## src/rtl/cache_fill_arbiter_pkg.sv

```systemverilog
// Shared types and sizing helpers for the cache fill arbiter and its arbiter sub-block.
package cache_fill_arbiter_pkg;

    typedef enum logic [1:0] {
        ST_IDLE  = 2'd0,
        ST_ISSUE = 2'd1,
        ST_DRAIN = 2'd2,
        ST_WRITE = 2'd3
    } state_t;

    // Width of a word offset inside a block.
    function automatic int off_w(input int block_words);
        return $clog2(block_words);
    endfunction

    // Width of a channel index; a single channel still needs one bit.
    function automatic int idx_w(input int num_ch);
        return (num_ch > 1) ? $clog2(num_ch) : 1;
    endfunction

endpackage

```

## src/rtl/cache_fill_arbiter_rr.sv

```systemverilog
// Request arbiter: fixed lowest-index priority, or round-robin starting at ptr.
module rr_arbiter
    import cache_fill_arbiter_pkg::*;
#(
    parameter  int NUM_CH = 2,
    localparam int IDX_W  = idx_w(NUM_CH)
) (
    input  logic [NUM_CH-1:0] req,
    input  logic [IDX_W-1:0]  ptr,
    input  logic              rr_mode,
    output logic [NUM_CH-1:0] grant,
    output logic [IDX_W-1:0]  grant_idx,
    output logic              grant_valid
);

    int               start_s;
    logic [IDX_W-1:0] cand_s;

    // Scan channels from the start point, wrapping, and take the first requester.
    always_comb begin
        grant       = '0;
        grant_idx   = '0;
        grant_valid = 1'b0;
        start_s     = rr_mode ? int'(ptr) : 0;
        cand_s      = '0;
        for (int k = 0; k < NUM_CH; k++) begin
            cand_s = IDX_W'((start_s + k) % NUM_CH);
            if (!grant_valid && req[cand_s]) begin
                grant[cand_s] = 1'b1;
                grant_idx     = cand_s;
                grant_valid   = 1'b1;
            end else begin
            end
        end
    end

endmodule

```

## src/rtl/cache_fill_arbiter.sv

```systemverilog
// Arbitrates channel block fills and single-word writes onto one pipelined memory port.
module cache_fill_arbiter
    import cache_fill_arbiter_pkg::*;
#(
    parameter  int NUM_CH      = 2,
    parameter  int ADDR_W      = 16,
    parameter  int DATA_W      = 16,
    parameter  int BLOCK_WORDS = 8,
    parameter  int MEM_LAT     = 4,
    parameter  int PRIO_MODE   = 0,
    localparam int OFF_W       = off_w(BLOCK_WORDS)
) (
    input  logic                     clk,
    input  logic                     rst,
    input  logic [NUM_CH-1:0]        ch_req,
    input  logic [NUM_CH-1:0]        ch_we,
    input  logic [NUM_CH*ADDR_W-1:0] ch_addr,
    input  logic [NUM_CH*DATA_W-1:0] ch_wdata,
    output logic [NUM_CH-1:0]        ch_stall,
    output logic [NUM_CH-1:0]        ch_done,
    output logic [NUM_CH-1:0]        fill_valid,
    output logic [DATA_W-1:0]        fill_data,
    output logic [OFF_W-1:0]         fill_offset,
    output logic                     mem_en,
    output logic                     mem_wr,
    output logic [ADDR_W-1:0]        mem_addr,
    output logic [DATA_W-1:0]        mem_wdata,
    input  logic [DATA_W-1:0]        mem_rdata,
    input  logic                     mem_rvalid
);

    localparam int               IDX_W    = idx_w(NUM_CH);
    localparam logic [OFF_W-1:0] LAST_OFF = OFF_W'(BLOCK_WORDS - 1);

    if (MEM_LAT < 1) begin : g_lat_chk
        $error("MEM_LAT must be at least 1");
    end else begin : g_lat_ok
    end

    state_t             state_r, state_nxt_s;
    logic [IDX_W-1:0]   gidx_r, gidx_nxt_s;
    logic [ADDR_W-1:0]  addr_r, addr_nxt_s;
    logic [DATA_W-1:0]  wdata_r, wdata_nxt_s;
    logic [OFF_W-1:0]   issue_cnt_r, issue_cnt_nxt_s;
    logic [OFF_W-1:0]   recv_cnt_r, recv_cnt_nxt_s;
    logic [IDX_W-1:0]   ptr_r, ptr_nxt_s;

    logic [NUM_CH-1:0]  arb_grant_s;
    logic [IDX_W-1:0]   arb_idx_s;
    logic               arb_valid_s;
    logic               rx_s;
    logic               last_rx_s;

    rr_arbiter #(.NUM_CH(NUM_CH)) u_arb (
        .req         (ch_req),
        .ptr         (ptr_r),
        .rr_mode     (PRIO_MODE == 1),
        .grant       (arb_grant_s),
        .grant_idx   (arb_idx_s),
        .grant_valid (arb_valid_s)
    );

    // Returns only count while a fill is outstanding; anything else is a stray.
    assign rx_s      = mem_rvalid && ((state_r == ST_ISSUE) || (state_r == ST_DRAIN));
    assign last_rx_s = rx_s && (recv_cnt_r == LAST_OFF);

    // Next-state, grant capture and counter advance.
    always_comb begin
        state_nxt_s     = state_r;
        gidx_nxt_s      = gidx_r;
        addr_nxt_s      = addr_r;
        wdata_nxt_s     = wdata_r;
        issue_cnt_nxt_s = issue_cnt_r;
        recv_cnt_nxt_s  = recv_cnt_r;
        ptr_nxt_s       = ptr_r;
        if (rx_s) begin
            recv_cnt_nxt_s = recv_cnt_r + OFF_W'(1);
        end else begin
            recv_cnt_nxt_s = recv_cnt_r;
        end
        case (state_r)
            ST_IDLE: begin
                if (arb_valid_s) begin
                    gidx_nxt_s  = arb_idx_s;
                    addr_nxt_s  = ch_addr[arb_idx_s*ADDR_W +: ADDR_W];
                    wdata_nxt_s = ch_wdata[arb_idx_s*DATA_W +: DATA_W];
                    state_nxt_s = (|(arb_grant_s & ch_we)) ? ST_WRITE : ST_ISSUE;
                    ptr_nxt_s   = (arb_idx_s == IDX_W'(NUM_CH - 1)) ? '0 : arb_idx_s + IDX_W'(1);
                end else begin
                    state_nxt_s = ST_IDLE;
                end
            end
            ST_ISSUE: begin
                issue_cnt_nxt_s = issue_cnt_r + OFF_W'(1);
                if (issue_cnt_r == LAST_OFF) begin
                    state_nxt_s     = ST_DRAIN;
                    issue_cnt_nxt_s = '0;
                end else begin
                    state_nxt_s = ST_ISSUE;
                end
            end
            ST_DRAIN: begin
                if (last_rx_s) begin
                    state_nxt_s    = ST_IDLE;
                    recv_cnt_nxt_s = '0;
                end else begin
                    state_nxt_s = ST_DRAIN;
                end
            end
            ST_WRITE: state_nxt_s = ST_IDLE;
            default:  state_nxt_s = ST_IDLE;
        endcase
    end

    // Memory strobes, fill delivery and completion pulses.
    always_comb begin
        ch_done     = '0;
        fill_valid  = '0;
        fill_data   = '0;
        fill_offset = '0;
        mem_en      = 1'b0;
        mem_wr      = 1'b0;
        mem_addr    = '0;
        mem_wdata   = '0;
        case (state_r)
            ST_WRITE: begin
                mem_en          = 1'b1;
                mem_wr          = 1'b1;
                mem_addr        = addr_r;
                mem_wdata       = wdata_r;
                ch_done[gidx_r] = 1'b1;
            end
            ST_ISSUE: begin
                mem_en   = 1'b1;
                mem_addr = {addr_r[ADDR_W-1:OFF_W], issue_cnt_r};
            end
            default: mem_en = 1'b0;
        endcase
        if (rx_s) begin
            fill_valid[gidx_r] = 1'b1;
            fill_data          = mem_rdata;
            fill_offset        = recv_cnt_r;
        end else begin
            fill_data = '0;
        end
        if (last_rx_s) begin
            ch_done[gidx_r] = 1'b1;
        end else begin
            fill_offset = fill_offset;
        end
        ch_stall = ch_req & ~ch_done;
    end

    // State and transaction registers.
    always_ff @(posedge clk or posedge rst) begin
        if (rst) begin
            state_r     <= ST_IDLE;
            gidx_r      <= '0;
            addr_r      <= '0;
            wdata_r     <= '0;
            issue_cnt_r <= '0;
            recv_cnt_r  <= '0;
            ptr_r       <= '0;
        end else begin
            state_r     <= state_nxt_s;
            gidx_r      <= gidx_nxt_s;
            addr_r      <= addr_nxt_s;
            wdata_r     <= wdata_nxt_s;
            issue_cnt_r <= issue_cnt_nxt_s;
            recv_cnt_r  <= recv_cnt_nxt_s;
            ptr_r       <= ptr_nxt_s;
        end
    end

endmodule

```

## config.mk

```make
export PLATFORM = sky130hd
export DESIGN_NAME = cache_fill_arbiter
export DESIGN_NICKNAME = d
export VERILOG_FILES = /design/src/rtl/cache_fill_arbiter_pkg.sv /design/src/rtl/cache_fill_arbiter_rr.sv /design/src/rtl/cache_fill_arbiter.sv
export SDC_FILE = /design/constraint.sdc
export NUM_CORES = 1
export LEC_CHECK = 0
export BUFFER_PORTS_ARGS = -buffer_cell sky130_fd_sc_hd__buf_2
export CORE_MARGIN = 8
export CORE_UTILIZATION = 39
export CTS_BUF_LIST = sky130_fd_sc_hd__clkbuf_16
export DETAILED_ROUTE_END_ITERATION = 16
export GPL_TIMING_DRIVEN = 0
export PLACE_DENSITY = 0.85
export SYNTH_ARGS = -nofsm -noshare
export SYNTH_HDL_FRONTEND = slang
export SYNTH_SLANG_ARGS = --single-unit
```

## constraint.sdc

```tcl
create_clock -name clk -period 1.55 [get_ports clk]
set_input_delay 0 -clock clk [delete_from_list [all_inputs] [get_ports clk]]
set_output_delay 0 -clock clk [all_outputs]
set_load 0.01 [all_outputs]
```

==> impl_results.md <==
* Status: complete, but fails checks
* Violated checks: negative hold slack, negative setup slack
* Reg2Reg Capture Point: state_r[1]$_DFF_PP0_
* Sequential area share after synthesis at 0.426
* Cell Chain, Critical Path: inv_2 > ha_4 > buf_8 > buf_12 > and3_4 > buf_6
* R2r setup slk at -0.06 ns
* Htree depth at 2
* DR WL met3 at 649 um
* Area Overhead vs Synth at 68.5%
* Die Area at 8940 um^2
* CTS root buffer: clkbuf_16
* Die Y at 94.5 um
* Vias in the first global route at 2,667
* Placed Area at 3230 um^2
* WP data arrival at 1.64 ns
* CP endpoint kind: output pin
* Commonest cells after routing, fill and taps aside: 126 x buf_2, 41 x dfrtp_1, 33 x buf_6, 33 x mux2i_1, 33 x nand2_1
* Die Span X at 94.5 um
* Commonest non-fill, non-tap cell in the layout: buf_2
* Clk_lat worst skew at 0.28 ns
* Leak pwr at 2.21 nW
* DRC at 0
* Vias/cell at 4.98
* Critical Path Source: state_r[0]$_DFF_PP0_
* Synth unique cells at 24
* Top Layer Used: met4
* Finished Cell Area at 4050 um^2
* Crit path time final at 1.64 ns
* Initial antenna violation count at 0
* Crit Reg-Reg Startpoint: state_r[0]$_DFF_PP0_
* Final Skew at 0.00428 ns
* First-pass GRT wire length at 13,300 um
* Layout cells sized above 1 at 0.534
* Nets@finish at 522
* CP max-delay cell: dfrtp_1
* Port Buffers at 145
* RD Place Congestion at 0.773
* Fin worst setup slack at -0.0949 ns
* Cell Count, Final, Fillers Out at 500
* Hold WC Path Type: in -> reg
* Slew Viols, Final at 0
* Fin crit share at 1.06
* Synth Register Bits at 41
* Placed cells at 470
* End point of the critical path: fill_data[4]
* MaxCap Viol Count at 0
* Core ar. at 5960 um^2
* TritonCTS clock tree: built
* Critical Setup Path Class: reg -> out
* CP Buf/Inv Count at 4
* Final core occ at 0.681
* Syn_area_per_cell at 9.62 um^2
* CTS max path bufs at 2
* Syn Inst Count at 250
* Worst Reg-to-Reg Cells at 7
* Initial Utilization at 0.404
* GRT Total Usage at 0.188
* Register clock-pin slew on the reported worst setup and hold paths at 0.06 ns
* Congestion Overflow GR at 0
* CTS Sinks at 41
* Slew headroom at 0.398
* N_diodes at 0
* Post-Route M1 WL at 3480 um
* CP Launch Type: flip-flop
* Detail Route met2 WL at 4670 um
* Mapped Nets at 347
* Maximum vdd drop at 1050 uV
* Critical path's top delay family: buffers and inverters
* Wirelength, routed at 9000 um
* Setup violators final at 48
* Min Hold Slack at -0.00000697 ns
* Drt wl/cell at 18.0 um
* RSZ-0062 raised after global routing: true
* Crit path largest cell delay at 0.43 ns
* Vias after detailed routing at 2,489
* Yosys warns at 0
* Maximum fanout along the worst path at 5
* Power Density at 1920 nW/um^2
* Dpl hpwl at 5750 um
* ANT nets after route at 0
* First-pass iteration count of the detailed router at 4
* CP required at 1.55 ns
* Max Freq at 608 MHz
* Worst Tran Pin Value at 0.901 ns
* Setup TNS at -2.86 ns
* Total I/O pin count at 146
* Initial DRC Count at 67
* Std-Cell Rows at 28
* Largest net degree at the start of global routing at 42
* TritonCTS Buffers at 5
* Final Hold Viols at 1
* Mapped Area at 2410 um^2
* Critical path depth in cells at 6
==> worst min-delay path by stage <==
stage,startpoint,slack (ns),cells after the start,to
global route,ch_wdata[0],0.002,3,wdata_r[0]$_DFFE_PP0P_
floorplan,ch_req[0],0.09,1,gidx_r$_DFFE_PP0P_
finish,ch_addr[28],-0.000007,3,addr_r[12]$_DFFE_PP0P_
detailed placement,rst,0.24,2,issue_cnt_r[2]$_DFFE_PP0P_
CTS,ch_wdata[13],0.0006,3,wdata_r[13]$_DFFE_PP0P_
global placement,ch_wdata[26],0.27,3,wdata_r[10]$_DFFE_PP0P_
==> stage by stage <==
step,hold slack (ns),power (mW),setup WS [ns]
after CTS,0.000569,7.09,-0.0492
final,-0.00000697,7.80,-0.0949
after detailed placement,0.239,4.84,-0.131
after global routing,0.00197,8.33,-0.125
after floorplan,0.0857,3.73,0.110
after global placement,0.267,4.69,-0.0642
==> report_power, final <==
part	leakage (nW)	internal [mW]	switching (mW)
registers	0.504	1.60	0.342
clock network	0.0797	0.747	0.396
logic	1.63	2.46	2.26
total	2.21	4.81	2.99
==> cells in the mapped netlist (all sizes together) <==
cell type / instances / share of area
buf: 11 / 0.044
a31oi: 3 / 0.0078
a22o: 5 / 0.018
and3: 18 / 0.047
nor2: 5 / 0.0078
mux2i: 33 / 0.14
dfrtp: 41 / 0.43
clkbuf: 7 / 0.011
a21oi: 3 / 0.0062
nand3: 1 / 0.0021
and2: 16 / 0.042
ha: 10 / 0.052
nor2b: 15 / 0.039
a221oi: 1 / 0.0036
nand2b: 2 / 0.0052
inv: 7 / 0.011
nand2: 34 / 0.053
o21ai: 35 / 0.074
nand3b: 1 / 0.0031
mux2: 2 / 0.0094
==> registers in the layout, indices dropped and copies added, names as in the netlist <==
| register | count |
|---|---|
| state_r | 2 |
| gidx_r | 1 |
| issue_cnt_r | 3 |
| recv_cnt_r | 3 |
| addr_r | 16 |
| wdata_r | 16 |
==> kinds of logic after synthesis <==
| logic type | share of synthesized area |
|---|---|
| adder cells (fa/ha/maj) | 0.0520 |
| flip-flops | 0.426 |
| buffers and inverters | 0.0660 |
| AO/OA/AOI/OAI | 0.110 |
| AND/OR/NAND/NOR | 0.199 |
| multiplexers | 0.147 |
==> what timing repair did <==
action / in CTS / in global routing
gates cloned: 3 / 0
endpoints found under the setup margin: 68 / 61
hold buffers: 7 / 0
endpoints found under the hold margin: 46 / 0
pin swaps: 14 / 10
setup buffers: 9 / 5
resized for setup: 53 / 49
==> per-layer routing <==
layer  vias to the layer above  global-route usage
met5                         -                   0
met4                         0              0.0403
met3                        19              0.0587
met2                        93               0.331
met1                      1172               0.220
li1                       1205                   -
==> tightest hold or removal path, delay by kind of cell <==
kind,cells,cell delay (ns)
AOI/OAI and AO/OA,1,0.11
buffers and inverters,1,0.08
muxes,1,0.05
==> area by class of cell <==
cell class | instances | area (um^2)
tap | 75 | 93.8
clock buffer | 5 | 125
clock inverter | 2 | 35.0
multi-input combinational | 184 | 1430
timing repair buffer | 169 | 1140
fill | 462 | 1900
sequential | 41 | 1030
buffer | 17 | 180
inverter | 7 | 26.3
(Power assumes the default switching activity.)
